[src/rtl/cmip_pkg.sv]
// Shared definitions for the pulse-CDC arbiter: FSM state encoding and
// the legality rule for the minimum pulse spacing.
package cmip_pkg;

    typedef enum logic [1:0] {
        IDLE  = 2'd0,
        ISSUE = 2'd1,
        GAP   = 2'd2
    } arb_state_t;

    // Spacing below two cycles would let o_pulse stay high back-to-back,
    // and the toggle synchronizer downstream could then merge two events.
    localparam int GAP_CYC_MIN = 2;

    function automatic bit gap_cyc_legal(input int gap_cyc);
        return gap_cyc >= GAP_CYC_MIN;
    endfunction

endpackage

[src/rtl/cmip_rr_pick.sv]
// Combinational round-robin picker. It returns the first requesting channel
// found when searching upward from ptr and wrapping around at CH_NUM-1.
module cmip_rr_pick
    import cmip_pkg::*;
#(
    parameter int CH_NUM = 4,
    parameter int ID_W   = $clog2(CH_NUM)
) (
    input  logic [CH_NUM-1:0] req,
    input  logic [ID_W-1:0]   ptr,
    output logic              valid,
    output logic [ID_W-1:0]   idx
);

    // Pass one covers channels at or above ptr. Pass two wraps around to the low channels.
    always_comb begin
        valid = 1'b0;
        idx   = '0;
        for (int k = 0; k < CH_NUM; k++) begin
            if (!valid && req[k] && (ID_W'(k) >= ptr)) begin
                valid = 1'b1;
                idx   = ID_W'(k);
            end
        end
        for (int k = 0; k < CH_NUM; k++) begin
            if (!valid && req[k]) begin
                valid = 1'b1;
                idx   = ID_W'(k);
            end
        end
    end

endmodule

[src/rtl/cmip_pulse_arb.sv]
// Round-robin scheduler in front of a single toggle-based pulse synchronizer.
// It counts request edges per channel, grants one channel at a time, and
// keeps issued pulses at least GAP_CYC source cycles apart.
module cmip_pulse_arb
    import cmip_pkg::*;
#(
    parameter int CH_NUM  = 4,
    parameter int ID_W    = $clog2(CH_NUM),
    parameter int CNT_W   = 4,
    parameter int GAP_CYC = 8
) (
    input  logic              i_clk,
    input  logic              i_rst_n,
    input  logic [CH_NUM-1:0] i_req_pulse,
    input  logic              i_enable,
    input  logic              i_clr_ovf,
    output logic              o_pulse,
    output logic [ID_W-1:0]   o_pulse_id,
    output logic              o_busy,
    output logic [CH_NUM-1:0] o_pend,
    output logic [CH_NUM-1:0] o_ovf
);

    localparam int                GAP_W    = (GAP_CYC > 2) ? $clog2(GAP_CYC) : 1;
    localparam logic [GAP_W-1:0]  GAP_LOAD = GAP_W'(GAP_CYC - 2);
    localparam logic [ID_W-1:0]   LAST_CH  = ID_W'(CH_NUM - 1);
    localparam logic [CNT_W-1:0]  CNT_MAX  = '1;

    generate
        if (!gap_cyc_legal(GAP_CYC)) begin : g_gap_cyc_illegal
            $error("cmip_pulse_arb: GAP_CYC must be at least 2");
        end
    endgenerate

    arb_state_t        state;
    logic [GAP_W-1:0]  gap_cnt;
    logic [ID_W-1:0]   last_grant;
    logic [ID_W-1:0]   start_ptr;
    logic [ID_W-1:0]   pick_idx;
    logic              pick_valid;
    logic              grant;

    logic [CH_NUM-1:0] req_d1;
    logic [CH_NUM-1:0] evt;
    logic [CH_NUM-1:0] pend;
    logic [CH_NUM-1:0] dec;
    logic [CH_NUM-1:0] set_ovf;
    logic [CNT_W-1:0]  cnt     [CH_NUM];
    logic [CNT_W-1:0]  cnt_nxt [CH_NUM];

    assign evt = i_req_pulse & ~req_d1;

    // The search begins one past the last winner, so a busy channel cannot starve the others.
    assign start_ptr = (last_grant == LAST_CH) ? '0 : last_grant + ID_W'(1);

    // A grant happens only where the FSM may start a pulse: in IDLE, or at the end of a GAP.
    assign grant = i_enable && pick_valid &&
                   ((state == IDLE) || ((state == GAP) && (gap_cnt == '0)));

    assign dec = grant ? (CH_NUM'(1) << pick_idx) : '0;

    // Build the per-channel "has work" vector that the picker searches.
    always_comb begin
        pend = '0;
        for (int k = 0; k < CH_NUM; k++) begin
            pend[k] = (cnt[k] != '0);
        end
    end

    cmip_rr_pick #(
        .CH_NUM (CH_NUM),
        .ID_W   (ID_W)
    ) u_pick (
        .req   (pend),
        .ptr   (start_ptr),
        .valid (pick_valid),
        .idx   (pick_idx)
    );

    // Next count per channel. If an edge and a grant arrive together they cancel, and no overflow is raised.
    always_comb begin
        set_ovf = '0;
        for (int k = 0; k < CH_NUM; k++) begin
            cnt_nxt[k] = cnt[k];
            if (evt[k] && !dec[k]) begin
                if (cnt[k] == CNT_MAX) begin
                    set_ovf[k] = 1'b1;
                end else begin
                    cnt_nxt[k] = cnt[k] + 1'b1;
                end
            end else if (dec[k] && !evt[k]) begin
                cnt_nxt[k] = cnt[k] - 1'b1;
            end
        end
    end

    // Edge-detect history, pending counters, and the registered pend/ovf flags. A new overflow beats a clear.
    always_ff @(posedge i_clk) begin
        if (!i_rst_n) begin
            req_d1 <= '0;
            o_pend <= '0;
            o_ovf  <= '0;
            for (int k = 0; k < CH_NUM; k++) begin
                cnt[k] <= '0;
            end
        end else begin
            req_d1 <= i_req_pulse;
            for (int k = 0; k < CH_NUM; k++) begin
                cnt[k]    <= cnt_nxt[k];
                o_pend[k] <= (cnt_nxt[k] != '0);
            end
            o_ovf <= set_ovf | (o_ovf & {CH_NUM{~i_clr_ovf}});
        end
    end

    // Issue FSM: a one-cycle pulse, then a GAP countdown, and it chains straight into the next grant while work remains.
    always_ff @(posedge i_clk) begin
        if (!i_rst_n) begin
            state      <= IDLE;
            gap_cnt    <= '0;
            last_grant <= LAST_CH;
            o_pulse    <= 1'b0;
            o_pulse_id <= '0;
            o_busy     <= 1'b0;
        end else begin
            o_pulse <= 1'b0;
            case (state)
                IDLE: begin
                    if (grant) begin
                        state      <= ISSUE;
                        o_pulse    <= 1'b1;
                        o_pulse_id <= pick_idx;
                        last_grant <= pick_idx;
                        o_busy     <= 1'b1;
                    end
                end
                ISSUE: begin
                    gap_cnt <= GAP_LOAD;
                    state   <= GAP;
                    o_busy  <= 1'b1;
                end
                GAP: begin
                    if (gap_cnt != '0) begin
                        gap_cnt <= gap_cnt - 1'b1;
                    end else if (grant) begin
                        state      <= ISSUE;
                        o_pulse    <= 1'b1;
                        o_pulse_id <= pick_idx;
                        last_grant <= pick_idx;
                        o_busy     <= 1'b1;
                    end else begin
                        state  <= IDLE;
                        o_busy <= 1'b0;
                    end
                end
                default: begin
                    state  <= IDLE;
                    o_busy <= 1'b0;
                end
            endcase
        end
    end

endmodule

[config.mk]
export PLATFORM = sky130hd
export DESIGN_NAME = cmip_pulse_arb
export DESIGN_NICKNAME = d
export VERILOG_FILES = /design/src/rtl/cmip_pkg.sv /design/src/rtl/cmip_rr_pick.sv /design/src/rtl/cmip_pulse_arb.sv
export SDC_FILE = /design/constraint.sdc
export NUM_CORES = 1
export LEC_CHECK = 0
export BUFFER_PORTS_ARGS = -buffer_cell sky130_fd_sc_hd__buf_2
export CELL_PAD_IN_SITES_DETAIL_PLACEMENT = 0
export CELL_PAD_IN_SITES_GLOBAL_PLACEMENT = 1
export CORE_ASPECT_RATIO = 0.9
export CORE_MARGIN = 2
export CORE_UTILIZATION = 30
export CTS_BUF_LIST = sky130_fd_sc_hd__clkbuf_8
export CTS_CLUSTER_DIAMETER = 80
export CTS_CLUSTER_SIZE = 20
export DETAILED_ROUTE_END_ITERATION = 7
export GPL_TIMING_DRIVEN = 0
export HOLD_SLACK_MARGIN = 0.05
export PLACE_DENSITY_LB_ADDON = 0.1
export RECOVER_POWER = 25
export SLEW_MARGIN = 20
export SYNTH_ARGS = -nofsm -noshare
export SYNTH_HDL_FRONTEND = slang
export SYNTH_SLANG_ARGS = --single-unit
[constraint.sdc]
create_clock -name i_clk -period 4.3 [get_ports i_clk]
set_input_delay 0.215 -clock i_clk [delete_from_list [all_inputs] [get_ports i_clk]]
set_output_delay 0.215 -clock i_clk [all_outputs]
set_load 0.02 [all_outputs]
==> results.py <==
metrics = {
    "yosys": {
        "synth.avg_cell_area_um2": 8.16,
        "syn_inst": 290,
        "yosysSeqAreaShare": 0.330,
        "synth_nets": 311,
        "synth_edf_count": 0,
        "yosysWarnings": 0,
        "async_reset_ff_frac": 0,
        "ys.flop_type": "dfxtp_1",
        "ys_ff_latch": 39,
        "syn-cell-area_um2": 2370,
        "synthDistinctLibCells": 58,
    },
    "sta": {
        "layout_min_cycle_time_ps": 2910,
        "setup_violations": 0,
        "grt_setup_unrepaired": "no",
        "fin_skew_ps": 6.86,
        "drv_slew": 0,
        "fin_ws_ps": 1390,
        "tightestPinTransition_ps": 612,
        "hold_viol": 0,
        "max-slew-margin-rel": 0.590,
        "whs_ps": 150,
        "fmax_ghz": 0.343,
        "period_share": 0.678,
        "setup-tns-final_ps": 0,
    },
    "global_routing": {
        "overflow": 0,
        "grtUsageMet2": 0.231,
        "gr-usage-all-layers": 0.143,
        "grt_pass1_wl_um": 10000,
        "antenna_found_initial": 0,
        "grt_max_degree": 12,
        "busiest_layer": "met2",
        "grtUsageMet1": 0.201,
        "met3_usage": 0.0276,
        "grt_pass1_vias": 2041,
    },
    "clock_tree": {
        "post-cts-setup-buffers": 0,
        "ctsResizeCount": 0,
        "root_buffer": "clkbuf_8",
        "ctsHoldBuffers": 0,
        "cts_buffers": 5,
        "clkLatencyLatePin_ps": 290,
        "cts_sinks": 39,
        "cts_htree_levels": 2,
        "path_clk_slew_ps": 80,
        "clock_path_buffers": 2,
        "cts_tree": "yes",
    },
    "die": {
        "initial_core_util": 0.312,
        "rows": 30,
        "die_h_um": 88.3,
        "die_area_um2": 8620,
        "core-area_um2": 7580,
        "die_width_um": 97.6,
        "pin_count": 20,
    },
    "critical_path": {
        "end_kind": "register",
        "max_stage_delay_ps": 450,
        "path_class": "reg2reg",
        "crit_slowest_cell": "nor3b_1",
        "cp_cell_sequence": "inv_1 > ha_1 > nor3b_1 > o221ai_1 > a21oi_1 > buf_2 > a21oi_1 > a211oi_1 > a311oi_1 > o31a_1",
        "cpMostUsedCell": "a21oi_1",
        "arrival_ps": 3100,
        "path_max_fanout": 10,
        "critical_path.top_delay_family": "compound AO/OA/AOI/OAI gates",
        "cp_num_buf_inv": 2,
        "crit_required_ps": 4480,
        "cp-start-kind": "register",
    },
    "final_layout": {
        "antenna_cells": 0,
        "area_growth_pct": 12.2,
        "drive_gt1_frac": 0.117,
        "final_cell_mix": "39 x dfxtp_1, 25 x a21oi_1, 23 x nor2_1",
        "nFillCells": 827,
        "layout.nets": 336,
        "layout_commonest_cell": "dfxtp_1",
    },
    "power_and_ir_drop": {
        "irDropWorstVdd_mv": 0.267,
        "pwr-share-comb": 0.600,
        "p_leak_uw": 0.00104,
        "seqPwrFrac": 0.276,
        "p_sw_frac": 0.472,
        "clockPowerShare": 0.124,
        "internal_power_uw": 1110,
        "p_sw_uw": 990,
        "powerDensity_nw_per_um2": 791,
    },
    "routing": {
        "wl_per_cell_um": 14.6,
        "first_pass_iters": 4,
        "drt_iter0_drc": 76,
        "routed_wl_um": 5990,
        "drtAntennaViolNets": 0,
        "viasPerCell": 5.23,
        "drcViolationCount": 0,
        "vias": 2148,
    },
    "placement": {
        "place_ws_ps": 1430,
        "port_buffers": 18,
        "hpwl_um": 4360,
        "gp_congestion": 0.735,
    },
    "job": {
        "maxCapViolCount": 0,
    },
    "status": {
        "status": "completed",
    },
    "worst_hold_path": {
        "hold_path.class": "in2reg",
    },
}
## worst paths after layout
kind / start / end / slack [ps] / depth (start not counted)
hold reg to reg: o_pulse_id[0] / o_pulse_id[0] / 470 / 2
hold / removal: i_req_pulse[0] / req_d1[0] / 150 / 2
setup reg to reg: cnt[2][0] / o_pend[0] / 1390 / 10
setup / recovery: cnt[2][0] / o_pend[0] / 1390 / 10
## worst reg2reg max path, stage by stage, from the launching register on
cell	delay, ps
dfxtp_1	360
inv_1	100
ha_1	230
nor3b_1	450
o221ai_1	210
a21oi_1	420
buf_2	310
a21oi_1	120
a211oi_1	220
a311oi_1	80
o31a_1	300
## sequential cells by signal, summed over array words and instances (netlist names)
signal      count
last_grant      2
state           2
o_pulse         1
gap_cnt         3
o_pend          4
cnt            16
o_busy          1
req_d1          4
o_ovf           4
o_pulse_id      2
## per-layer routing
layer,wire (um),part of all wire
met5,0,0
met4,65,0.011
met3,143,0.024
met2,2640,0.44
met1,3140,0.52
## cells in the mapped netlist (all sizes together), types with 6 or more instances
cell type / number / share of area
a211oi: 7 / 0.024
a21oi: 25 / 0.053
and2: 11 / 0.030
buf: 9 / 0.023
clkbuf: 6 / 0.0095
dfxtp: 39 / 0.33
ha: 13 / 0.069
inv: 18 / 0.029
nand2: 20 / 0.032
nand2b: 8 / 0.021
nand3: 12 / 0.025
nor2: 23 / 0.036
nor2b: 6 / 0.016
nor3: 9 / 0.023
nor3b: 6 / 0.019
o21ai: 15 / 0.032
## cells by family after synthesis
group	count (synthesis)	share of synthesized area
xor+xnor	4	0.0148
mux	4	0.0174
fa+ha+maj	13	0.0687
compound gates	82	0.239
buf+inv	33	0.0613
simple gates	115	0.268
flops	39	0.330
## layout make-up
cell class | instances | area [um2] | share of cell area
flip-flops and latches | 39 | 781 | 0.294
clock buffers | 6 | 82.6 | 0.0311
inverters | 18 | 67.6 | 0.0254
plain buffers | 15 | 77.6 | 0.0292
well taps | 96 | 120 | 0.0452
multi-input cells | 218 | 1440 | 0.543
repair buffers | 18 | 80.1 | 0.0302
clock inverters | 1 | 5.00 | 0.00189
## power by group through the flow
stage	combinational, uW	clock [uW]	sequential (uW)
after floorplan	963	0	603
after global placement	1260	0	585
after detailed placement	1260	0	585
after CTS	1270	272	577
after global routing	1410	280	596
final	1260	259	580
## per-stage QoR
stage	utilization	power (uW)	cells	area [um2]
finish	0.350	2100	411	2660
floorplan	-	1570	290	2370
global placement	0.340	1850	404	2580
detailed placement	0.340	1850	404	2580
CTS	0.351	2120	411	2670
global route	0.350	2290	411	2660
(Power assumes the default switching activity.)
